[config.mk]
export PLATFORM = sky130hd
export DESIGN_NAME = argmax_classifier
export DESIGN_NICKNAME = d
export VERILOG_FILES = /design/src/rtl/argmax_classifier.sv
export SDC_FILE = /design/constraint.sdc
export NUM_CORES = 1
export LEC_CHECK = 0
export ABC_AREA = 0
export BUFFER_PORTS_ARGS = -buffer_cell sky130_fd_sc_hd__clkbuf_2
export CAP_MARGIN = 20
export CORE_ASPECT_RATIO = 1.25
export CORE_UTILIZATION = 61
export CTS_CLUSTER_SIZE = 8
export DETAILED_ROUTE_END_ITERATION = 6
export PLACE_DENSITY_LB_ADDON = 0.08
export SETUP_SLACK_MARGIN = 0.2
export SKIP_LAST_GASP = 1
export SLEW_MARGIN = 20
export SYNTH_ARGS = -nofsm -noshare
export SYNTH_HDL_FRONTEND = slang
export SYNTH_SLANG_ARGS = --single-unit
[constraint.sdc]
create_clock -name clock -period 8.5 [get_ports clock]
set_input_delay 0.425 -clock clock [delete_from_list [all_inputs] [get_ports clock]]
set_output_delay 0.425 -clock clock [all_outputs]
set_load 0.05 [all_outputs]
[src/rtl/argmax_classifier.sv]
// rtl/argmax_classifier.sv - streaming argmax over per-frame class scores; ARGMAX_SCORE_EN adds score_out
module argmax_classifier #(
    parameter int  VECTOR_LENGTH = 10,
    parameter int  NUM_FEATURES  = 2,
    parameter int  FEATURE_WIDTH = 16,
    localparam int IDX_W         = $clog2(VECTOR_LENGTH),
    localparam int BEATS         = (VECTOR_LENGTH + NUM_FEATURES - 1) / NUM_FEATURES,
    localparam int BEAT_W        = (BEATS > 1) ? $clog2(BEATS) : 1
) (
    input  logic                                    clock,
    input  logic                                    reset_n,
    input  logic                                    features_in_valid,
    output logic                                    features_in_ready,
    input  logic [NUM_FEATURES*FEATURE_WIDTH-1:0]   features_in_data,
    output logic [IDX_W-1:0]                        class_out,
    output logic                                    class_valid,
    input  logic                                    class_ready,
    output logic [15:0]                             frame_count
`ifdef ARGMAX_SCORE_EN
    ,
    output logic [FEATURE_WIDTH-1:0]                score_out
`endif
);

    typedef enum logic {S_RECV, S_RESULT} state_t;

    state_t                    state;
    state_t                    next_state;
    logic [BEAT_W-1:0]         beat_cnt;
    logic signed [FEATURE_WIDTH-1:0] run_max;
    logic signed [FEATURE_WIDTH-1:0] beat_max;
    logic signed [FEATURE_WIDTH-1:0] win_max;
    logic [IDX_W-1:0]          run_idx;
    logic [IDX_W-1:0]          beat_idx;
    logic [IDX_W-1:0]          win_idx;
    logic [15:0]               frame_count_q;
    int                        beat_base;
    logic                      accept;
    logic                      consume;
    logic                      last_beat;

    assign accept      = features_in_valid & features_in_ready;
    assign consume     = class_valid & class_ready;
    assign last_beat   = (beat_cnt == BEAT_W'(BEATS - 1));
    assign frame_count = frame_count_q;

    // Beat reduction: lane 0 always carries a real index; later lanes past the vector end are padding
    always_comb begin
        beat_base = int'(beat_cnt) * NUM_FEATURES;
        beat_max  = features_in_data[FEATURE_WIDTH-1:0];
        beat_idx  = IDX_W'(beat_base);
        for (int i = 1; i < NUM_FEATURES; i++) begin
            if (((beat_base + i) < VECTOR_LENGTH) &&
                ($signed(features_in_data[i*FEATURE_WIDTH +: FEATURE_WIDTH]) > beat_max)) begin
                beat_max = features_in_data[i*FEATURE_WIDTH +: FEATURE_WIDTH];
                beat_idx = IDX_W'(beat_base + i);
            end
        end
    end

    // Merge beat winner into the running winner; first beat loads, later beats replace only if strictly greater
    always_comb begin
        win_max = run_max;
        win_idx = run_idx;
        if ((beat_cnt == '0) || (beat_max > run_max)) begin
            win_max = beat_max;
            win_idx = beat_idx;
        end
    end

    // State register
    always_ff @(posedge clock or negedge reset_n) begin
        if (!reset_n) begin
            state <= S_RECV;
        end else begin
            state <= next_state;
        end
    end

    // Next-state and handshake outputs
    always_comb begin
        next_state        = state;
        features_in_ready = 1'b0;
        class_valid       = 1'b0;
        case (state)
            S_RECV: begin
                features_in_ready = 1'b1;
                if (accept && last_beat) begin
                    next_state = S_RESULT;
                end
            end
            S_RESULT: begin
                class_valid = 1'b1;
                if (class_ready) begin
                    next_state = S_RECV;
                end
            end
            default: next_state = S_RECV;
        endcase
    end

    // Running max, beat counter, result and frame counter
    always_ff @(posedge clock or negedge reset_n) begin
        if (!reset_n) begin
            beat_cnt      <= '0;
            run_max       <= '0;
            run_idx       <= '0;
            class_out     <= '0;
            frame_count_q <= 16'd0;
        end else begin
            if (accept) begin
                run_max <= win_max;
                run_idx <= win_idx;
                if (last_beat) begin
                    beat_cnt  <= '0;
                    class_out <= win_idx;
                end else begin
                    beat_cnt <= beat_cnt + BEAT_W'(1);
                end
            end
            if (consume) begin
                beat_cnt      <= '0;
                frame_count_q <= frame_count_q + 16'd1;
            end
        end
    end

`ifdef ARGMAX_SCORE_EN
    // Winning score captured together with class_out
    always_ff @(posedge clock or negedge reset_n) begin
        if (!reset_n) begin
            score_out <= '0;
        end else if (accept && last_beat) begin
            score_out <= win_max;
        end
    end
`endif

endmodule

== Word-level counts from Yosys, hierarchy flattened ==
Cells that the tools add are included.

* Add/subtract/negate cells: 3
* $lt $le $gt $ge: 3
* Multiplexer cells: 11
* Shifts and indexed selects: 0
* Bitwise logic cells: 3
* Eq/ne operators: 1
* Multipliers: 0
* Reductions and logical operators: 7
* Div/mod/pow operators: 0

{| class="wikitable"
|+ Operator list
! cell !! number
|-
| $gt A16 B16 Y1 || 2
|-
| $lt A32 B5 Y1 const B || 1
|-
| $add A16 B1 Y16 const B || 1
|-
| $mux W16 || 1
|-
| $mux W3 || 3
|-
| $mux W4 || 2
|-
| $add A4 B1 Y5 const B || 1
|-
| $mux W1 || 4
|-
| $reduce_and A2 Y1 || 2
|-
| $add A3 B1 Y3 const B || 1
|-
| $eq A3 B3 Y1 const B || 1
|-
| $logic_not A3 Y1 || 1
|-
| $and A1 B1 Y1 || 2
|-
| $logic_and A1 B1 Y1 || 2
|-
| $pmux W1 S2 || 1
|-
| $reduce_bool A2 Y1 || 1
|-
| $logic_or A1 B1 Y1 || 1
|-
| $not A1 Y1 || 1
|}

* Latch bits: 0
* Input bits: 36
* Register bits after elaboration: 44
* Bits in writable memories: 0
* Word-level logic and storage cells: 34
* Memories: 0
* Memory bits (read-only): 0
* Output and inout port bits: 22

== Longest topological paths before layout ==
* Word-level depth: 7
* Gate-level depth with buffers: 20
* Depth with buffers taken out: 14

== Worst setup path after synthesis ==
OpenSTA, ideal clock, no wires.

* Kind: input-to-reg
* Start: input port features_in_data[5]
* End: register run_idx[1]
* Cell stages on the path: 19
* Arrival: 4.369 ns
* Path buffers: 5
* Setup time: 0.128 ns
* Path slack: 4.003 ns
* Required time: 8.372 ns
* Cells stage by stage: inv_1 > ha_1 > a211o_1 > a2111oi_2 > a211oi_1 > or3b_1 > buf_6 > buf_6 > a32o_1 > ha_1 > a21o_1 > a21oi_1 > nand2b_1 > o311a_1 > buf_2 > o31a_1 > buf_4 > buf_6 > mux2_1

* Cells in the longest elaborated chain, start to end: 6
* Elaborated cells between the ends (all ways): 7
* Classes of those cells: order compare: 2; mux: 3; reduce/logical: 2

{| class="wikitable"
|+ RTL lines
! element !! line !! RTL
|-
| start: declaration || 14 || <nowiki>input logic [NUM_FEATURES*FEATURE_WIDTH-1:0] features_in_data,</nowiki>
|-
| $gt A16 B16 Y1 || 54 || <nowiki>($signed(features_in_data[i*FEATURE_WIDTH +: FEATURE_WIDTH]) > beat_max)) begin</nowiki>
|-
| $logic_and A1 B1 Y1 || 53 || <nowiki>if (((beat_base + i) < VECTOR_LENGTH) &&</nowiki>
|-
| $mux W16 || 53 ||
|-
| via beat_max[13] || 31 || <nowiki>logic signed [FEATURE_WIDTH-1:0] beat_max;</nowiki>
|-
| $gt A16 B16 Y1 || 65 || <nowiki>if ((beat_cnt == '0) || (beat_max > run_max)) begin</nowiki>
|-
| $logic_or A1 B1 Y1 || 65 ||
|-
| $mux W4 || 65 ||
|-
| end signal: assignment || 113 || <nowiki>run_idx <= win_idx;</nowiki>
|-
| end: declaration || 33 || <nowiki>logic [IDX_W-1:0] run_idx;</nowiki>
|}

The timed path passes the listed nets, and every way through them passes these cells.
A chain may end at the register's enable or synchronous reset.

== Worst setup path in the final report ==
* Start: input port features_in_data[15]
* End: register run_max[4]

* Cells in the longest elaborated chain, start to end: 6

{| class="wikitable"
|+ RTL lines
! element !! line !! RTL
|-
| $gt A16 B16 Y1 || 54 ||
|-
| $logic_and A1 B1 Y1 || 53 ||
|-
| $mux W16 || 53 ||
|-
| via beat_max[11] || 31 ||
|-
| $gt A16 B16 Y1 || 65 ||
|-
| $logic_or A1 B1 Y1 || 65 ||
|-
| $reduce_and A2 Y1 (no line) || - ||
|-
| end signal: assignment || 112 || <nowiki>run_max <= win_max;</nowiki>
|-
| end: declaration || 30 || <nowiki>logic signed [FEATURE_WIDTH-1:0] run_max;</nowiki>
|}

The timed path passes the listed nets, and every way through them passes these cells.

==> impl_metrics.json <==
{
  "grt_overflow_total": 0,
  "cts_tree": "built",
  "number_of_violations_of_the_max_capacitance_limit": 0,
  "required_arrival_time_at_the_worst_endpoint_ns": 8.69,
  "hold_violations": 0,
  "setup_viol": 0,
  "die-height_microns": 82.5,
  "areaGrowthSynthToFinish_pct": 11.9,
  "grt.met2_usage": 0.462,
  "tritoncts_num_sinks": 44,
  "final_layout_size_suffix_gt1_frac": 0.214,
  "critPathLaunch": "features_in_data[15]",
  "holdBufCountCts": 0,
  "maxClockFrequency_mhz": 164,
  "first_pass_grt_wire_length_microns": 10900,
  "syn-num-nets": 403,
  "grt_antenna_before_repair": 0,
  "synth.ff_latch_count": 44,
  "placeableCoreArea_sq_mm": 0.00487,
  "clkLatencyLatePin_ns": 0.30,
  "report.final.slew_viol_count": 0,
  "grt_setup_unrepaired": "false",
  "synth_warnings": 0,
  "part_of_the_yosys_area_used_for_sequential_elements": 0.348,
  "io_pins": 58,
  "placed_area_sq_mm": 0.00344,
  "remaining_max_slew_budget_at_the_tightest_pin": 0.243,
  "clk_pin_slew_worst_paths_ns": 0.08,
  "post_drt_wl_per_cell_microns": 15.2,
  "dp_hpwl_microns": 5140,
  "post_cts.repair.setup_buffers": 0,
  "post-place-ws_ns": 2.16,
  "gr-max-usage-layer": "met2",
  "groute.layer.met1.usage": 0.330,
  "layout_worst_path_cycle_share": 0.718,
  "grt_use_met3": 0.0343,
  "postSynth.topFlopCell": "sky130_fd_sc_hd__dfrtp_1",
  "cts-htree-levels": 2,
  "num-fill-cells": 398,
  "transition_at_the_pin_with_the_smallest_max_transition_slack_ns": 1.13,
  "postSynthCellCount": 332,
  "port_buffers": 57,
  "synth_area_sq_mm": 0.00316,
  "cts.path.max_buffers": 2,
  "vias_per_cell": 5.94,
  "routability_congestion": 0.821,
  "route.vias.total": 2636,
  "detail-route-antenna-nets": 0,
  "final.min_clock_period_ns": 6.10,
  "clock-skew-final_ns": 0.00614,
  "r2r_start": "beat_cnt[1]",
  "crit_path_max_fanout": 20,
  "floorplan.rows": 28,
  "worst-endpoint-arrival_ns": 6.30,
  "r2r_cells": 11,
  "ys_async_sr_fraction": 1.00,
  "grt_use_total": 0.265,
  "number_of_buffers_created_by_cts": 5,
  "antenna-diode-count": 0,
  "power_leakage_nw": 1.85,
  "netlist-cell-type-count": 45,
  "detail_route.first_pass.iterations": 4,
  "cts_repair_resize_count": 0,
  "fin_area_sq_mm": 0.00354,
  "drc_errors": 0,
  "grt_start_max_net_pins": 45,
  "final_cell_mix": "sky130_fd_sc_hd__clkbuf_2 (56), sky130_fd_sc_hd__dfrtp_1 (44), sky130_fd_sc_hd__inv_1 (38)",
  "root_buffer": "sky130_fd_sc_hd__clkbuf_8",
  "startpoint_type_of_the_worst_setup_path": "input pin",
  "wirelength_microns": 6730,
  "critical_path.endpoint_type": "register",
  "fin_tns_setup_ns": 0,
  "via_count_of_the_first_global_routing_pass": 2497,
  "final_nets": 454,
  "timing.hold.worst.class": "input pin to asynchronous set/reset pin",
  "detailedRoute.firstIterationViolations": 146,
  "die_width_microns": 66.4,
  "path_class": "input pin to register",
  "power_density_mw_per_mm2": 295,
  "vdd_ir_drop_max_v": 0.000250,
  "starting_density_of_the_core": 0.649,
  "status": "completed",
  "final_common_cell": "sky130_fd_sc_hd__clkbuf_2",
  "die_area_sq_mm": 0.00547,
  "avgSynthCellArea_sq_um": 9.52,
  "synth_edf_count": 0,
  "setup_slack_ns": 2.40
}
[through the flow]
stage / hold WS [ns] / instances / total power, mW / util
after floorplan: 0.129 / 332 / 0.792 / -
after global placement: 0.460 / 436 / 0.877 / 0.706
after detailed placement: 0.460 / 436 / 0.900 / 0.706
after CTS: 0.352 / 444 / 1.04 / 0.725
after global routing: 0.161 / 444 / 1.12 / 0.726
final: 0.109 / 444 / 1.04 / 0.726
[final cells by class]
type	instances	area, sq um	share of cell area
Multi-Input combinational cell	236	1830	0.518
Sequential cell	44	1100	0.311
Timing Repair Buffer	57	288	0.0814
Inverter	39	146	0.0414
Clock buffer	7	86.3	0.0244
Tap cell	60	75.1	0.0212
Clock inverter	1	7.51	0.00212
[final timing paths]
| kind | end | slack (ns) |
|---|---|---|
| min in group clock | state | 0.46 |
| worst min-delay path | class_out[3] | 0.11 |
| worst max-delay path | run_max[4] | 2.40 |
| worst min register to register | frame_count[15] | 0.48 |
| max in group asynchronous | state | 8.02 |
| worst max register to register | run_max[4] | 3.19 |
[Yosys cell counts, drive strengths merged, types with 3 or more instances]
master	n	area share
nand4	11	0.022
buf	9	0.024
o211ai	4	0.0095
o21ai	9	0.014
ha	35	0.14
and4	5	0.014
a32o	15	0.048
nand3	23	0.036
nand2	26	0.031
inv	38	0.045
a21o	5	0.012
clkbuf	4	0.0047
a21oi	29	0.046
xnor2	11	0.030
xor2	4	0.011
o31a	3	0.0083
nor2	8	0.0095
nand2b	4	0.0079
dfrtp	44	0.35
nor2b	4	0.0079
mux2	18	0.075
[routing by layer]
layer / share of wire / vias to the layer above / wire [microns]
met2: 0.49 / 65 / 3280
li1: - / 1306 / -
met5: 0 / - / 0
met3: 0.033 / 14 / 224
met1: 0.46 / 1251 / 3080
met4: 0.022 / 0 / 148
[worst max-delay path, cell delays in order]
cell and delay, ns:
sky130_fd_sc_hd__clkbuf_2 0.10, sky130_fd_sc_hd__inv_1 0.04, sky130_fd_sc_hd__ha_1 0.33, sky130_fd_sc_hd__and4_1 0.27
sky130_fd_sc_hd__a21oi_1 0.10, sky130_fd_sc_hd__a211oi_2 0.85, sky130_fd_sc_hd__nand4_1 0.74, sky130_fd_sc_hd__a32o_1 0.51
sky130_fd_sc_hd__ha_1 0.32, sky130_fd_sc_hd__nand2_1 0.06, sky130_fd_sc_hd__o21ai_0 0.18, sky130_fd_sc_hd__a21oi_1 0.12
sky130_fd_sc_hd__nor3b_1 0.85, sky130_fd_sc_hd__o31a_1 0.97, sky130_fd_sc_hd__mux2_2 0.42
[cells by family (layout without fill, tap and decap cells)]
family | count (synthesis) | after routing | synth area share
fa+ha+maj | 35 | 35 | 0.139
flops | 44 | 44 | 0.348
compound gates | 74 | 74 | 0.164
buf+inv | 52 | 104 | 0.0748
simple gates | 92 | 92 | 0.152
xor+xnor | 15 | 15 | 0.0416
mux | 20 | 20 | 0.0812
[power breakdown]
group,leakage (nW),internal [mW],switching [mW]
clock network,0.0445,0.0661,0.0728
logic,1.25,0.245,0.321
registers,0.560,0.283,0.0547
total,1.85,0.594,0.449
[flip-flops by register name, summed over array words and instances (netlist names)]
name and cells:
beat_cnt 3, class_out 4, frame_count 16, run_idx 4, run_max 16, state 1
No activity file was read; power rests on OpenSTA's default activity.
